[src/rtl/load_use_scoreboard_pkg.sv]
// Shared definitions for the load-use scoreboard: register addressing, tag FIFO entry
// and the hazard-cause encoding used for debug/perf visibility.
package load_use_scoreboard_pkg;

  localparam int unsigned REG_ADDR_W = 5;
  localparam int unsigned NUM_REGS   = 32;
  localparam logic [REG_ADDR_W-1:0] REG_X0 = '0;

  typedef struct packed {
    logic [REG_ADDR_W-1:0] rd;
  } tag_entry_t;

  typedef enum logic [1:0] {
    HzNone,
    HzRs1,
    HzRs2,
    HzFull
  } hazard_cause_e;

endpackage

[src/rtl/load_use_scoreboard_tag_fifo.sv]
// In-order tag FIFO of outstanding load destinations. Supports push, pop of the head and
// dropping the youngest entry (tail-1) when a flushed load is killed in EX.
module load_use_scoreboard_tag_fifo
  import load_use_scoreboard_pkg::*;
#(
  parameter int unsigned DEPTH = 4,
  parameter int unsigned CNT_W = 3
) (
  input  logic             clk,
  input  logic             rst,
  input  logic             push,
  input  logic             pop,
  input  logic             drop_tail,
  input  tag_entry_t       wdata,
  output tag_entry_t       head_data,
  output tag_entry_t       tail_data,
  output logic [CNT_W-1:0] count,
  output logic             full,
  output logic             empty
);

  localparam int unsigned PtrW = (DEPTH > 1) ? $clog2(DEPTH) : 1;

  tag_entry_t       mem_q [DEPTH];
  logic [PtrW-1:0]  head_q, head_d, tail_q, tail_d, tail_prev;
  logic [CNT_W-1:0] count_q, count_d;

  // Explicit wrap so non-power-of-two depths work.
  function automatic logic [PtrW-1:0] ptr_inc(input logic [PtrW-1:0] p);
    return (p == PtrW'(DEPTH - 1)) ? '0 : p + 1'b1;
  endfunction

  function automatic logic [PtrW-1:0] ptr_dec(input logic [PtrW-1:0] p);
    return (p == '0) ? PtrW'(DEPTH - 1) : p - 1'b1;
  endfunction

  always_comb begin
    tail_prev = ptr_dec(tail_q);
    head_d    = pop ? ptr_inc(head_q) : head_q;
    tail_d    = tail_q;
    if (push) begin
      tail_d = ptr_inc(tail_q);
    end else if (drop_tail) begin
      tail_d = tail_prev;
    end
    count_d = count_q + CNT_W'(push) - CNT_W'(pop) - CNT_W'(drop_tail);
  end

  always_ff @(posedge clk or posedge rst) begin
    if (rst) begin
      head_q  <= '0;
      tail_q  <= '0;
      count_q <= '0;
    end else begin
      head_q  <= head_d;
      tail_q  <= tail_d;
      count_q <= count_d;
    end
  end

  always_ff @(posedge clk) begin
    if (push) begin
      mem_q[tail_q] <= wdata;
    end
  end

  assign head_data = mem_q[head_q];
  assign tail_data = mem_q[tail_prev];
  assign count     = count_q;
  assign full      = (count_q == CNT_W'(DEPTH));
  assign empty     = (count_q == '0);

endmodule

[src/rtl/load_use_scoreboard.sv]
// Load-use hazard scoreboard: tracks in-flight load destinations and stalls ID while an
// operand depends on a load whose data cannot yet be forwarded.
module load_use_scoreboard
  import load_use_scoreboard_pkg::*;
#(
  parameter int unsigned DEPTH = 4,
  parameter int unsigned CNT_W = 3
) (
  input  logic             clk,
  input  logic             rst,
  input  logic             id_valid,
  input  logic [4:0]       id_rs1,
  input  logic [4:0]       id_rs2,
  input  logic             id_use_rs1,
  input  logic             id_use_rs2,
  input  logic [4:0]       id_rd,
  input  logic             id_memread,
  input  logic             flush,
  input  logic             ex_is_load,
  input  logic             load_done,
  output logic             stall,
  output logic             full,
  output logic             empty,
  output logic [CNT_W-1:0] pending_cnt,
  output logic             err
);

  localparam int unsigned SumW = CNT_W + 1;

  tag_entry_t       head_data, tail_data, push_entry;
  logic [CNT_W-1:0] count;
  logic             fifo_full, fifo_empty;
  logic [CNT_W-1:0] pend_q [NUM_REGS];
  logic [CNT_W-1:0] pend_d [NUM_REGS];

  logic          rel_rs1, rel_rs2, hz_rs1, hz_rs2;
  hazard_cause_e hazard_cause;
  logic          issue, push_ok, pop_ok, drop_ok, underflow, err_set, err_q;
  logic [1:0]    inc, dec;

  // A dependence releases in the cycle its data returns: it is forwardable next cycle.
  always_comb begin
    rel_rs1 = load_done && (head_data.rd == id_rs1) && (pend_q[id_rs1] == CNT_W'(1));
    rel_rs2 = load_done && (head_data.rd == id_rs2) && (pend_q[id_rs2] == CNT_W'(1));
    hz_rs1  = id_use_rs1 && (id_rs1 != REG_X0) && (pend_q[id_rs1] != '0) && !rel_rs1;
    hz_rs2  = id_use_rs2 && (id_rs2 != REG_X0) && (pend_q[id_rs2] != '0) && !rel_rs2;
    hazard_cause = HzNone;
    if (hz_rs1) begin
      hazard_cause = HzRs1;
    end else if (hz_rs2) begin
      hazard_cause = HzRs2;
    end else if (id_memread && fifo_full && !load_done) begin
      hazard_cause = HzFull;
    end
    stall = id_valid && !flush && (hazard_cause != HzNone);
  end

  always_comb begin
    issue   = id_valid && id_memread && (id_rd != REG_X0) && !stall && !flush;
    pop_ok  = load_done && !fifo_empty;
    // With one entry, a completing load and a killed load are the same load.
    drop_ok = flush && ex_is_load && !fifo_empty && !(pop_ok && (count == CNT_W'(1)));
    push_ok = issue && (!fifo_full || pop_ok);
    push_entry.rd = id_rd;
  end

  always_comb begin
    underflow = 1'b0;
    inc       = '0;
    dec       = '0;
    for (int unsigned r = 0; r < NUM_REGS; r++) begin
      inc = 2'(push_ok && (id_rd == REG_ADDR_W'(r)));
      dec = 2'(pop_ok && (head_data.rd == REG_ADDR_W'(r)))
          + 2'(drop_ok && (tail_data.rd == REG_ADDR_W'(r)));
      if ({1'b0, pend_q[r]} + SumW'(inc) < SumW'(dec)) begin
        underflow = 1'b1;
        pend_d[r] = pend_q[r] + CNT_W'(inc);
      end else begin
        pend_d[r] = CNT_W'({1'b0, pend_q[r]} + SumW'(inc) - SumW'(dec));
      end
    end
  end

  assign err_set = (load_done && fifo_empty && !issue) || (issue && fifo_full && !pop_ok)
                 || underflow;

  always_ff @(posedge clk or posedge rst) begin
    if (rst) begin
      err_q <= 1'b0;
      for (int unsigned r = 0; r < NUM_REGS; r++) begin
        pend_q[r] <= '0;
      end
    end else begin
      err_q <= err_q || err_set;
      for (int unsigned r = 0; r < NUM_REGS; r++) begin
        pend_q[r] <= pend_d[r];
      end
    end
  end

  load_use_scoreboard_tag_fifo #(
    .DEPTH(DEPTH),
    .CNT_W(CNT_W)
  ) u_tag_fifo (
    .clk       (clk),
    .rst       (rst),
    .push      (push_ok),
    .pop       (pop_ok),
    .drop_tail (drop_ok),
    .wdata     (push_entry),
    .head_data (head_data),
    .tail_data (tail_data),
    .count     (count),
    .full      (fifo_full),
    .empty     (fifo_empty)
  );

  assign full        = fifo_full;
  assign empty       = fifo_empty;
  assign pending_cnt = count;
  assign err         = err_q;

endmodule

[config.mk]
export PLATFORM = sky130hd
export DESIGN_NAME = load_use_scoreboard
export DESIGN_NICKNAME = d
export VERILOG_FILES = /design/src/rtl/load_use_scoreboard_pkg.sv /design/src/rtl/load_use_scoreboard_tag_fifo.sv /design/src/rtl/load_use_scoreboard.sv
export SDC_FILE = /design/constraint.sdc
export NUM_CORES = 1
export LEC_CHECK = 0
export CAP_MARGIN = 20
export CORE_MARGIN = 1.5
export CORE_UTILIZATION = 45
export DETAILED_ROUTE_END_ITERATION = 7
export GPL_TIMING_DRIVEN = 0
export PLACE_DENSITY_LB_ADDON = 0.1
export SETUP_SLACK_MARGIN = 0.2
export SKIP_CTS_REPAIR_TIMING = 1
export SKIP_LAST_GASP = 1
export SYNTH_ARGS = -nofsm -noshare
export SYNTH_HDL_FRONTEND = slang
export SYNTH_HIERARCHICAL = 1
export SYNTH_SLANG_ARGS = --single-unit
[constraint.sdc]
create_clock -name clk -period 4.88 [get_ports clk]
set_clock_uncertainty 0.1 [all_clocks]
set_input_delay 0.488 -clock clk [delete_from_list [all_inputs] [get_ports clk]]
set_output_delay 0.488 -clock clk [all_outputs]
set_load 0.1 [all_outputs]
==> impl_metrics.env, run 1 <==
export IMPL_switching_power_uw=2788
export IMPL_synth_top_cell_by_area="dfrtp_1"
export IMPL_ys_top_cells_by_count="136 x ha_1, 115 x nand2_1, 108 x inv_1"
export IMPL_p_clk_share_pct=20.2
export IMPL_power_density_nw_per_um2=436.6
export IMPL_design_area_um2=14440
export IMPL_worst_slew_pin_slew_ns=0.9918
export IMPL_yosysUniqueCellTypes=58
export IMPL_critPathArrivalTime_ns=5.13
export IMPL_synthCells=1166
export IMPL_violations="setup timing"
export IMPL_ys_ff_latch=124
export IMPL_globalRouteTotalUtil_pct=25.29
export IMPL_yosysMostFrequentCell="ha_1"
export IMPL_p_leak_uw=0.005896
export IMPL_setup_ws_ns=-0.05194
export IMPL_routabilityCongestion=0.9373
export IMPL_finalNonFillerCells=1622
export IMPL_die_w_um=160.1
export IMPL_cp_start_kind="flip-flop"
export IMPL_ys_async_sr_fraction_pct=83.87
export IMPL_clock_root_buffer="clkbuf_16"
export IMPL_ys_seq_area_share_pct=28.84
export IMPL_clkTransAtPathRegs_ns=0.07
export IMPL_synthTopCellsByArea="dfrtp_1 23%, ha_1 15%, mux4_2 7.7%"
export IMPL_avgSynthCellArea_um2=9.525
export IMPL_yosysWarnings=6
export IMPL_clk_latency_ns=0.44
export IMPL_worstReg2RegEnd="err"
export IMPL_crit_path_end_kind="flip-flop"
export IMPL_port_buffers=24
export IMPL_path_max_fanout=7
export IMPL_antenna_left=0
export IMPL_synth_net_count=1359
export IMPL_routed_wl_um=33470
export IMPL_fin_crit_sh_pct=101.1
export IMPL_clock_sinks=124
export IMPL_period_minus_slack_ns=4.932
export IMPL_maxCapViolations=0
export IMPL_h_tree_depth=4
export IMPL_ios=31
export IMPL_post_dp_hpwl_um=24120
export IMPL_r2r_cells=19
export IMPL_wl_per_cell_um=20.63
export IMPL_synth_area_um2=11110
export IMPL_p_int_uw=3518
export IMPL_diodes=0
export IMPL_initial_core_util_pct=45.80
export IMPL_critical_path_class="reg -> reg"
export IMPL_placed_area_um2=11800
export IMPL_r2r_slack_ns=-0.05
export IMPL_ir_drop_v=0.0002889
export IMPL_tns_ns=-0.05194
export IMPL_drive_gt1_share_pct=34.28
export IMPL_relSlewSlack_pct=33.77
export IMPL_rows=57
export IMPL_tritoncts="yes"
export IMPL_grt_max_degree=55
export IMPL_core_area_um2=24250
export IMPL_route_detailed_drc=0
export IMPL_dpl_cell_count=1515
export IMPL_clockBufferDepth=2
export IMPL_slew_viol_final=0
export IMPL_fmax_mhz=202.8
export IMPL_synth_top_cell_area_share_pct=23.43
export IMPL_grt_first_pass_wirelength_um=48300
export IMPL_r2r_start="pend_q[58]"
export IMPL_die_area_um2=25630
export IMPL_vias_per_cell=5.736
export IMPL_numCtsBuffers=17
export IMPL_switching_share_pct=44.22
export IMPL_first_iter_violations=785
export IMPL_first_pass_iters=5
export IMPL_hold_viol=0
export IMPL_overflow=0
export IMPL_hold_class="in -> async"
export IMPL_via_count=9303
export IMPL_area_growth_pct=30.06
export IMPL_hold_ws_ns=0.2830
export IMPL_synth_flop_cell="dfrtp_1"
export IMPL_antenna_found_initial=0
export IMPL_setup_violations=1
export IMPL_cp_required_ns=5.08
export IMPL_grt_pass1_vias=8462
export IMPL_synth_edff_count=20
export IMPL_fin_nets=1478
export IMPL_seqPwrFrac_pct=28.6
export IMPL_outcome="complete, but fails checks"
export IMPL_rsz0062_at_grt="true"
export IMPL_die_h_um=160.1
export IMPL_combPwrFrac_pct=51.1
state kept, by name, indices dropped and copies added (netlist names):
name               count
err                    1
u_tag_fifo/count       3
pend_q                96
u_tag_fifo/mem_q      20
u_tag_fifo/tail_q      2
u_tag_fifo/head_q      2
worst max path at each step:
stage	endpoint	cells after the start	startpoint	slack [ns]
final	err	19	pend_q[58]	-0.05
after CTS	err	20	id_rs2[1]	-1.09
after global routing	err	19	pend_q[58]	-0.12
after detailed placement	err	20	id_rs2[1]	-1.48
after floorplan	pend_q[22]	14	id_rs2[2]	0.21
after global placement	err	20	id_rs2[1]	-1.51
through the flow:
step | worst slack, ns | utilization, % | power, uW
finish | -0.05194 | 59.57 | 6306
CTS | -1.089 | 51.04 | 5600
global placement | -1.509 | 48.56 | 4272
global route | -0.1218 | 59.57 | 6676
detailed placement | -1.480 | 48.68 | 4322
floorplan | 0.2116 | - | 3475
cells by family after synthesis:
| kind of cell | share of synthesized area (%) |
|---|---|
| compound gates | 7.706 |
| xor+xnor | 1.498 |
| fa+ha+maj | 21.27 |
| buf+inv | 5.352 |
| flops | 28.84 |
| mux | 14.80 |
| other cells | 0.03377 |
| simple gates | 20.49 |
power by group through the flow:
stage / clock, uW / combinational, uW / sequential, uW
2_1_floorplan: 0 / 1780 / 1690
3_3_place_gp: 0 / 2520 / 1760
3_5_place_dp: 0 / 2560 / 1760
4_1_cts: 1290 / 2570 / 1750
5_1_grt: 1320 / 3510 / 1840
6_report: 1280 / 3220 / 1810
layout make-up:
cell class / count / area [um2]
well taps: 324 / 405.4
fillers: 2070 / 9804
repair buffers: 101 / 925.9
plain buffers: 34 / 205.2
inverters: 110 / 442.9
clock buffers: 17 / 425.4
flip-flops and latches: 124 / 3207
clock inverters: 15 / 147.6
multi-input cells: 897 / 8685
per-layer routing:
layer  part of all wire, %  GRT usage [%]  up-vias
li1                      -              -     4360
met1                    43          33.72     4656
met2                    48          40.67      244
met3                   6.3          5.377       43
met4                   2.4          9.048        0
met5                     0              0        -
placed cells by master (no fill, tap or decap), types with 6 or more instances in the layout:
cell type	synthesis	routed
nand2_1	115	114
nor2_1	102	102
dfrtp_1	104	101
ha_1	136	85
inv_1	108	68
o21ai_0	74	54
buf_4	0	52
nand3_1	48	47
ha_4	0	47
mux4_2	38	39
or2_2	36	36
mux2i_1	33	33
a21oi_4	0	31
fa_2	0	31
buf_6	5	29
inv_2	0	29
nor2b_1	28	28
mux2_4	0	23
clkdlybuf4s50_1	0	22
edfxtp_1	20	20
nor3b_1	24	19
o21ai_1	0	19
clkbuf_16	0	17
xor2_1	15	15
nor3_1	17	14
and3b_2	0	14
mux2_2	36	13
nand2b_1	12	12
inv_4	1	12
a21oi_1	43	12
clkbuf_1	14	11
and3_4	0	11
nand4_1	8	8
buf_2	8	6
buf_1	8	6
a211oi_1	6	6
and2_1	6	6
critical path: stages (launching register included):
cell      delay (ns)
dfrtp_1         0.46
mux4_2          0.51
mux4_2          0.50
a311o_1         0.34
a311oi_2        0.26
a311oi_2        0.14
nor4b_4         0.32
buf_6           0.20
buf_6           0.13
and3b_2         0.22
ha_4            0.15
inv_4           0.03
ha_4            0.14
inv_2           0.05
fa_2            0.25
a21oi_4         0.06
nor4_4          0.35
nand4_1         0.25
nor3_4          0.22
o21ai_2         0.10
Power figures use the tool's default switching activity.
==> inputs of run 2 (changes only) <==
clock period = 6.2 ns   (was 4.88 ns; I/O delays follow)
==> impl_metrics.env, run 2 (synthesis gave the netlist of run 1 again) <==
export IMPL_routed_top_layer="met4"
export IMPL_r2r_start="u_tag_fifo/head_q[1]"
export IMPL_grt_pass1_vias=8684
export IMPL_first_pass_iters=5
export IMPL_wl_per_cell_um=20.31
export IMPL_vias_per_cell=5.641
export IMPL_fillCellCount=2332
export IMPL_fmax_mhz=172.2
export IMPL_placed_area_um2=11790
export IMPL_ir_drop_v=0.0001877
export IMPL_fin_nets=1405
export IMPL_cp_required_ns=6.33
export IMPL_routed_wl_um=31470
export IMPL_outcome="finished clean"
export IMPL_largest_reg_flops=96
export IMPL_drive_gt1_share_pct=14.37
export IMPL_rsz0062_at_grt="false"
export IMPL_via_count=8738
export IMPL_worst_slew_pin_slew_ns=0.9881
export IMPL_r2r_cells=21
export IMPL_critPathArrivalTime_ns=5.94
export IMPL_grt_first_pass_wirelength_um=49310
export IMPL_max_stage_delay_ns=0.59
export IMPL_ff_latch_area_um2=3203
export IMPL_overflow=0
export IMPL_h_tree_depth=4
export IMPL_final_common_cell="ha_1"
export IMPL_crit_path_cell_trace="clkdlybuf4s50_1 -> buf_6 -> mux4_2 -> mux4_2 -> a311o_1 -> a311oi_1 -> a311oi_1 -> nor4b_4 -> buf_4 -> buf_6 -> and3_1 -> ha_1 -> inv_1 -> ha_1 -> inv_1 -> fa_1 -> a21oi_4 -> nor4_4 -> nand4_1 -> nor3_1 -> o21ai_0"
export IMPL_power_density_nw_per_um2=361.2
export IMPL_wl_met3_um=1713
export IMPL_clock_sinks=124
export IMPL_relSlewSlack_pct=33.92
export IMPL_design_area_um2=12510
export IMPL_clk_latency_ns=0.43
export IMPL_grt_max_degree=54
export IMPL_hold_class="in -> async"
export IMPL_ios=31
export IMPL_globalRouteTotalUtil_pct=25.76
export IMPL_clkTransAtPathRegs_ns=0.06
export IMPL_met1_length_um=14050
export IMPL_post_dp_hpwl_um=24290
export IMPL_period_minus_slack_ns=5.809
export IMPL_slew_viol_final=0
export IMPL_wl_met2_um=14810
export IMPL_cp_start_kind="input pin"
export IMPL_crit_path_end_kind="flip-flop"
export IMPL_antenna_found_initial=0
export IMPL_path_buf_inv=6
export IMPL_pre_cts_slack_ns=-0.3864
export IMPL_antenna_left=0
export IMPL_critical_path_class="in -> reg"
export IMPL_setup_ws_ns=0.3915
export IMPL_route_detailed_drc=0
export IMPL_hold_viol=0
export IMPL_rows=57
export IMPL_tritoncts="yes"
export IMPL_p_leak_uw=0.005475
export IMPL_dpl_cell_count=1515
export IMPL_setup_violations=0
export IMPL_die_w_um=160.1
export IMPL_cp_slowest_cell="clkdlybuf4s50_1"
export IMPL_path_max_fanout=19
export IMPL_clock_root_buffer="clkbuf_16"
export IMPL_regMostFlops="pend_q"
export IMPL_first_iter_violations=633
export IMPL_worstReg2RegEnd="err"
export IMPL_die_area_um2=25630
export IMPL_multiInputGateArea_um2=7386
export IMPL_initial_core_util_pct=45.80
export IMPL_area_growth_pct=12.62
export IMPL_die_h_um=160.1
export IMPL_numCtsBuffers=17
export IMPL_total_power_uw=4518
export IMPL_clockBufferDepth=2
export IMPL_routabilityCongestion=0.9003
export IMPL_r2r_slack_ns=0.86
export IMPL_finalNonFillerCells=1549
export IMPL_crit_family="simple AND/OR/NAND/NOR gates"
export IMPL_core_area_um2=24250
export IMPL_fin_crit_sh_pct=93.69
export IMPL_diodes=0
export IMPL_mostFrequentLayoutCells="136 x ha_1, 115 x nand2_1, 107 x inv_1"
export IMPL_maxCapViolations=0
export IMPL_port_buffers=24
==> run 2: cell types whose count changed in the layout (fill, tap and decap cells not counted), sizes merged, moves of 2 or more <==
cell / before / now
clkinvlp: 3 / 1
clkbuf: 33 / 31
inv: 118 / 114
bufinv: 0 / 4
clkinv: 4 / 6
clkdlybuf4s50: 22 / 24
buf: 96 / 24
==> run 2: worst max-delay path by stage <==
stage | cells past startpoint | startpoint | end | slack [ns]
finish | 21 | id_rs2[1] | err | 0.39
global route | 18 | id_rs2[1] | err | 0.15
CTS | 20 | id_rs2[1] | err | 0.03
detailed placement | 20 | id_rs2[1] | err | -0.39
global placement | 20 | id_rs2[1] | err | -0.41
floorplan | 11 | u_tag_fifo/count[1] | pend_q[22] | 0.31
==> run 2: power breakdown <==
part | internal, uW | total [uW] | switching (uW) | leakage (uW)
sequential | 1070 | 1380 | 312 | 0.00151
clock | 680 | 1110 | 427 | 0.000309
combinational | 836 | 2030 | 1190 | 0.00366
total | 2590 | 4520 | 1930 | 0.00547
==> run 2: worst register-to-register path: stages, from the launching register on <==
cell and delay [ns]:
dfrtp_1 0.53, mux4_2 0.55, clkbuf_1 0.26, xor2_1 0.23
nor4_1 0.29, nand3_1 0.17, o211ai_1 0.15, a32oi_1 0.16
nor4b_4 0.31, buf_4 0.19, buf_6 0.19, and3_1 0.24
ha_1 0.16, inv_1 0.04, ha_1 0.18, inv_1 0.06
fa_1 0.26, a21oi_4 0.08, nor4_4 0.31, nand4_1 0.24
nor3_1 0.21, o21ai_0 0.22
==> run 2: metrics by stage <==
| step | setup TNS (ns) | utilization, % | hold slack [ns] |
|---|---|---|---|
| 2_1_floorplan | 0 | - | 0.3234 |
| 3_3_place_gp | -0.4069 | 48.48 | 0.4255 |
| 3_5_place_dp | -0.3864 | 48.61 | 0.4274 |
| 4_1_cts | 0 | 51.22 | 0.4338 |
| 5_1_grt | 0 | 51.58 | 0.4574 |
| 6_report | 0 | 51.58 | 0.4175 |
==> run 2: cell type report <==
cell class / count / share of cell area [%]
plain buffers: 35 / 1.431
clock buffers: 17 / 3.401
clock inverters: 15 / 1.661
inverters: 110 / 3.341
multi-input cells: 897 / 59.05
flip-flops and latches: 124 / 25.61
well taps: 324 / 3.241
repair buffers: 27 / 2.261
==> run 2: per-layer routing <==
layer	vias up	GRT usage (%)
met2	198	42.04
met3	44	5.221
met5	-	0
met4	0	8.326
met1	4300	34.33
li1	4196	-
==> inputs of run 3 (changes only) <==
--- a/config.mk
+++ b/config.mk
@@ -12,3 +12,3 @@
 export GPL_TIMING_DRIVEN = 0
-export PLACE_DENSITY_LB_ADDON = 0.1
+export PLACE_DENSITY = 0.58
 export SETUP_SLACK_MARGIN = 0.2
==> constraint.sdc (replaced) <==
create_clock -name clk -period 6.2 [get_ports clk]
set_clock_uncertainty 0.1 [all_clocks]
set_input_delay 1.86 -clock clk [delete_from_list [all_inputs] [get_ports clk]]
set_output_delay 1.86 -clock clk [all_outputs]
set_load 0.1 [all_outputs]
==> impl_metrics.env, run 3 (synthesis gave the netlist of run 1 again) <==
export IMPL_fmax_mhz=159.7
export IMPL_crit_top_cell="mux4_2"
export IMPL_globalRouteTotalUtil_pct=25.41
export IMPL_area_growth_pct=18.70
export IMPL_ios=31
export IMPL_ff_latch_area_um2=3203
export IMPL_via_count=9103
export IMPL_fin_nets=1430
export IMPL_path_max_fanout=5
export IMPL_total_power_uw=4570
export IMPL_port_buffers=24
export IMPL_antenna_left=0
export IMPL_die_h_um=160.1
export IMPL_route_detailed_drc=0
export IMPL_fillCellCount=2221
export IMPL_regMostFlops="pend_q"
export IMPL_crit_path_end_kind="output pin"
export IMPL_clkTransAtPathRegs_ns=0.06
export IMPL_violations="setup timing"
export IMPL_clk_latency_ns=0.44
export IMPL_slew_viol_final=0
export IMPL_multiInputGateArea_um2=7831
export IMPL_tritoncts="yes"
export IMPL_final_common_cell="ha_1"
export IMPL_rows=57
export IMPL_grt_first_pass_wirelength_um=48760
export IMPL_first_pass_iters=5
export IMPL_routabilityCongestion=0.9479
export IMPL_die_area_um2=25630
export IMPL_h_tree_depth=4
export IMPL_hold_viol=0
export IMPL_grt_pass1_vias=8600
export IMPL_power_density_nw_per_um2=346.7
export IMPL_largest_reg_flops=96
export IMPL_maxCapViolations=0
export IMPL_drive_gt1_share_pct=22.72
export IMPL_routed_wl_um=32100
export IMPL_overflow=0
export IMPL_vias_per_cell=5.783
export IMPL_p_leak_uw=0.005656
export IMPL_post_dp_hpwl_um=24260
export IMPL_critical_path_class="in -> out"
export IMPL_initial_core_util_pct=45.80
export IMPL_rsz0062_at_grt="true"
export IMPL_clock_sinks=124
export IMPL_clockBufferDepth=2
export IMPL_worst_slew_pin_slew_ns=0.9749
export IMPL_hold_class="reg -> reg"
export IMPL_fin_crit_sh_pct=101.0
export IMPL_setup_ws_ns=-0.06039
export IMPL_grt_max_degree=51
export IMPL_numCtsBuffers=17
export IMPL_crit_path_cell_trace="buf_8 -> buf_6 -> mux4_2 -> mux4_2 -> a311o_1 -> a311oi_2 -> a311oi_4 -> nor3_4 -> a21boi_4 -> buf_12"
export IMPL_die_w_um=160.1
export IMPL_outcome="complete, but fails checks"
export IMPL_relSlewSlack_pct=34.41
export IMPL_wl_per_cell_um=20.40
export IMPL_ir_drop_v=0.0002678
export IMPL_tns_ns=-0.06039
export IMPL_first_iter_violations=649
export IMPL_cp_start_kind="input pin"
export IMPL_cp_slowest_cell="mux4_2"
export IMPL_clock_root_buffer="clkbuf_16"
export IMPL_mostFrequentLayoutCells="130 x ha_1, 115 x nand2_1, 104 x dfrtp_1"
export IMPL_setup_violations=1
export IMPL_core_area_um2=24250
export IMPL_max_stage_delay_ns=0.52
export IMPL_critPathArrivalTime_ns=4.30
export IMPL_period_minus_slack_ns=6.260
export IMPL_cp_required_ns=4.24
export IMPL_diodes=0
export IMPL_antenna_found_initial=0
==> run 3: cell count changes in the layout (fill, tap and decap cells not counted), sizes merged <==
cell | previous run | this run
clkbuf | 31 | 32
dlymetal6s2s | 0 | 1
clkinvlp | 1 | 2
clkdlybuf4s50 | 24 | 21
bufinv | 4 | 1
buf | 24 | 50
inv | 114 | 121
clkinv | 6 | 1
==> run 3: layout make-up <==
cell class,instances,area share (%)
Inverter,110,3.199
Buffer,35,1.633
Timing Repair Buffer,52,3.901
Tap cell,324,3.075
Clock buffer,17,3.227
Clock inverter,15,1.262
Sequential cell,124,24.30
Multi-Input combinational cell,897,59.41
==> run 3: final timing paths <==
| path | from | to | slack, ns | cells after the start |
|---|---|---|---|---|
| max | id_rs2[1] | stall | -0.06 | 10 |
| min | pend_q[11] | pend_q[11] | 0.44 | 1 |
| max reg2reg | u_tag_fifo/tail_q[0] | err | 0.88 | 18 |
| min reg2reg | pend_q[11] | pend_q[11] | 0.44 | 1 |
| max in group asynchronous | rst | pend_q[81] | 3.50 | 3 |
| min in group asynchronous | rst | u_tag_fifo/tail_q[0] | 1.64 | 2 |
==> run 3: critical path, delay by kind of cell <==
family                 cells  cell delay (ns)
and+or+nand+nor            1             0.23
buffers and inverters      3             0.37
muxes                      2             1.01
AOI/OAI and AO/OA          4             0.81
==> run 3: stage by stage <==
step,cells,cell area (um2),hold WS (ns),util [%],worst slack [ns]
floorplan,1166,11170,0.3922,-,0.2198
global placement,1514,11810,0.4214,48.71,-1.696
detailed placement,1515,11840,0.4346,48.83,-1.709
CTS,1547,12430,0.4447,51.27,-1.714
global route,1574,13180,0.4673,54.37,-0.1021
finish,1574,13180,0.4390,54.37,-0.06039
==> run 3: where the power goes <==
group	internal, uW	switching (uW)
Sequential	1070	304
Clock	576	473
Combinational	899	1250
Total	2540	2030
==> run 3: layer usage <==
layer / up-vias / wire length, um / track usage, % / part of all wire, %
met5: - / 0 / 0 / 0
met4: 0 / 794 / 8.326 / 2.5
met3: 50 / 2450 / 5.013 / 7.6
met2: 296 / 15020 / 40.75 / 47
met1: 4507 / 13830 / 34.49 / 43
li1: 4250 / - / - / -
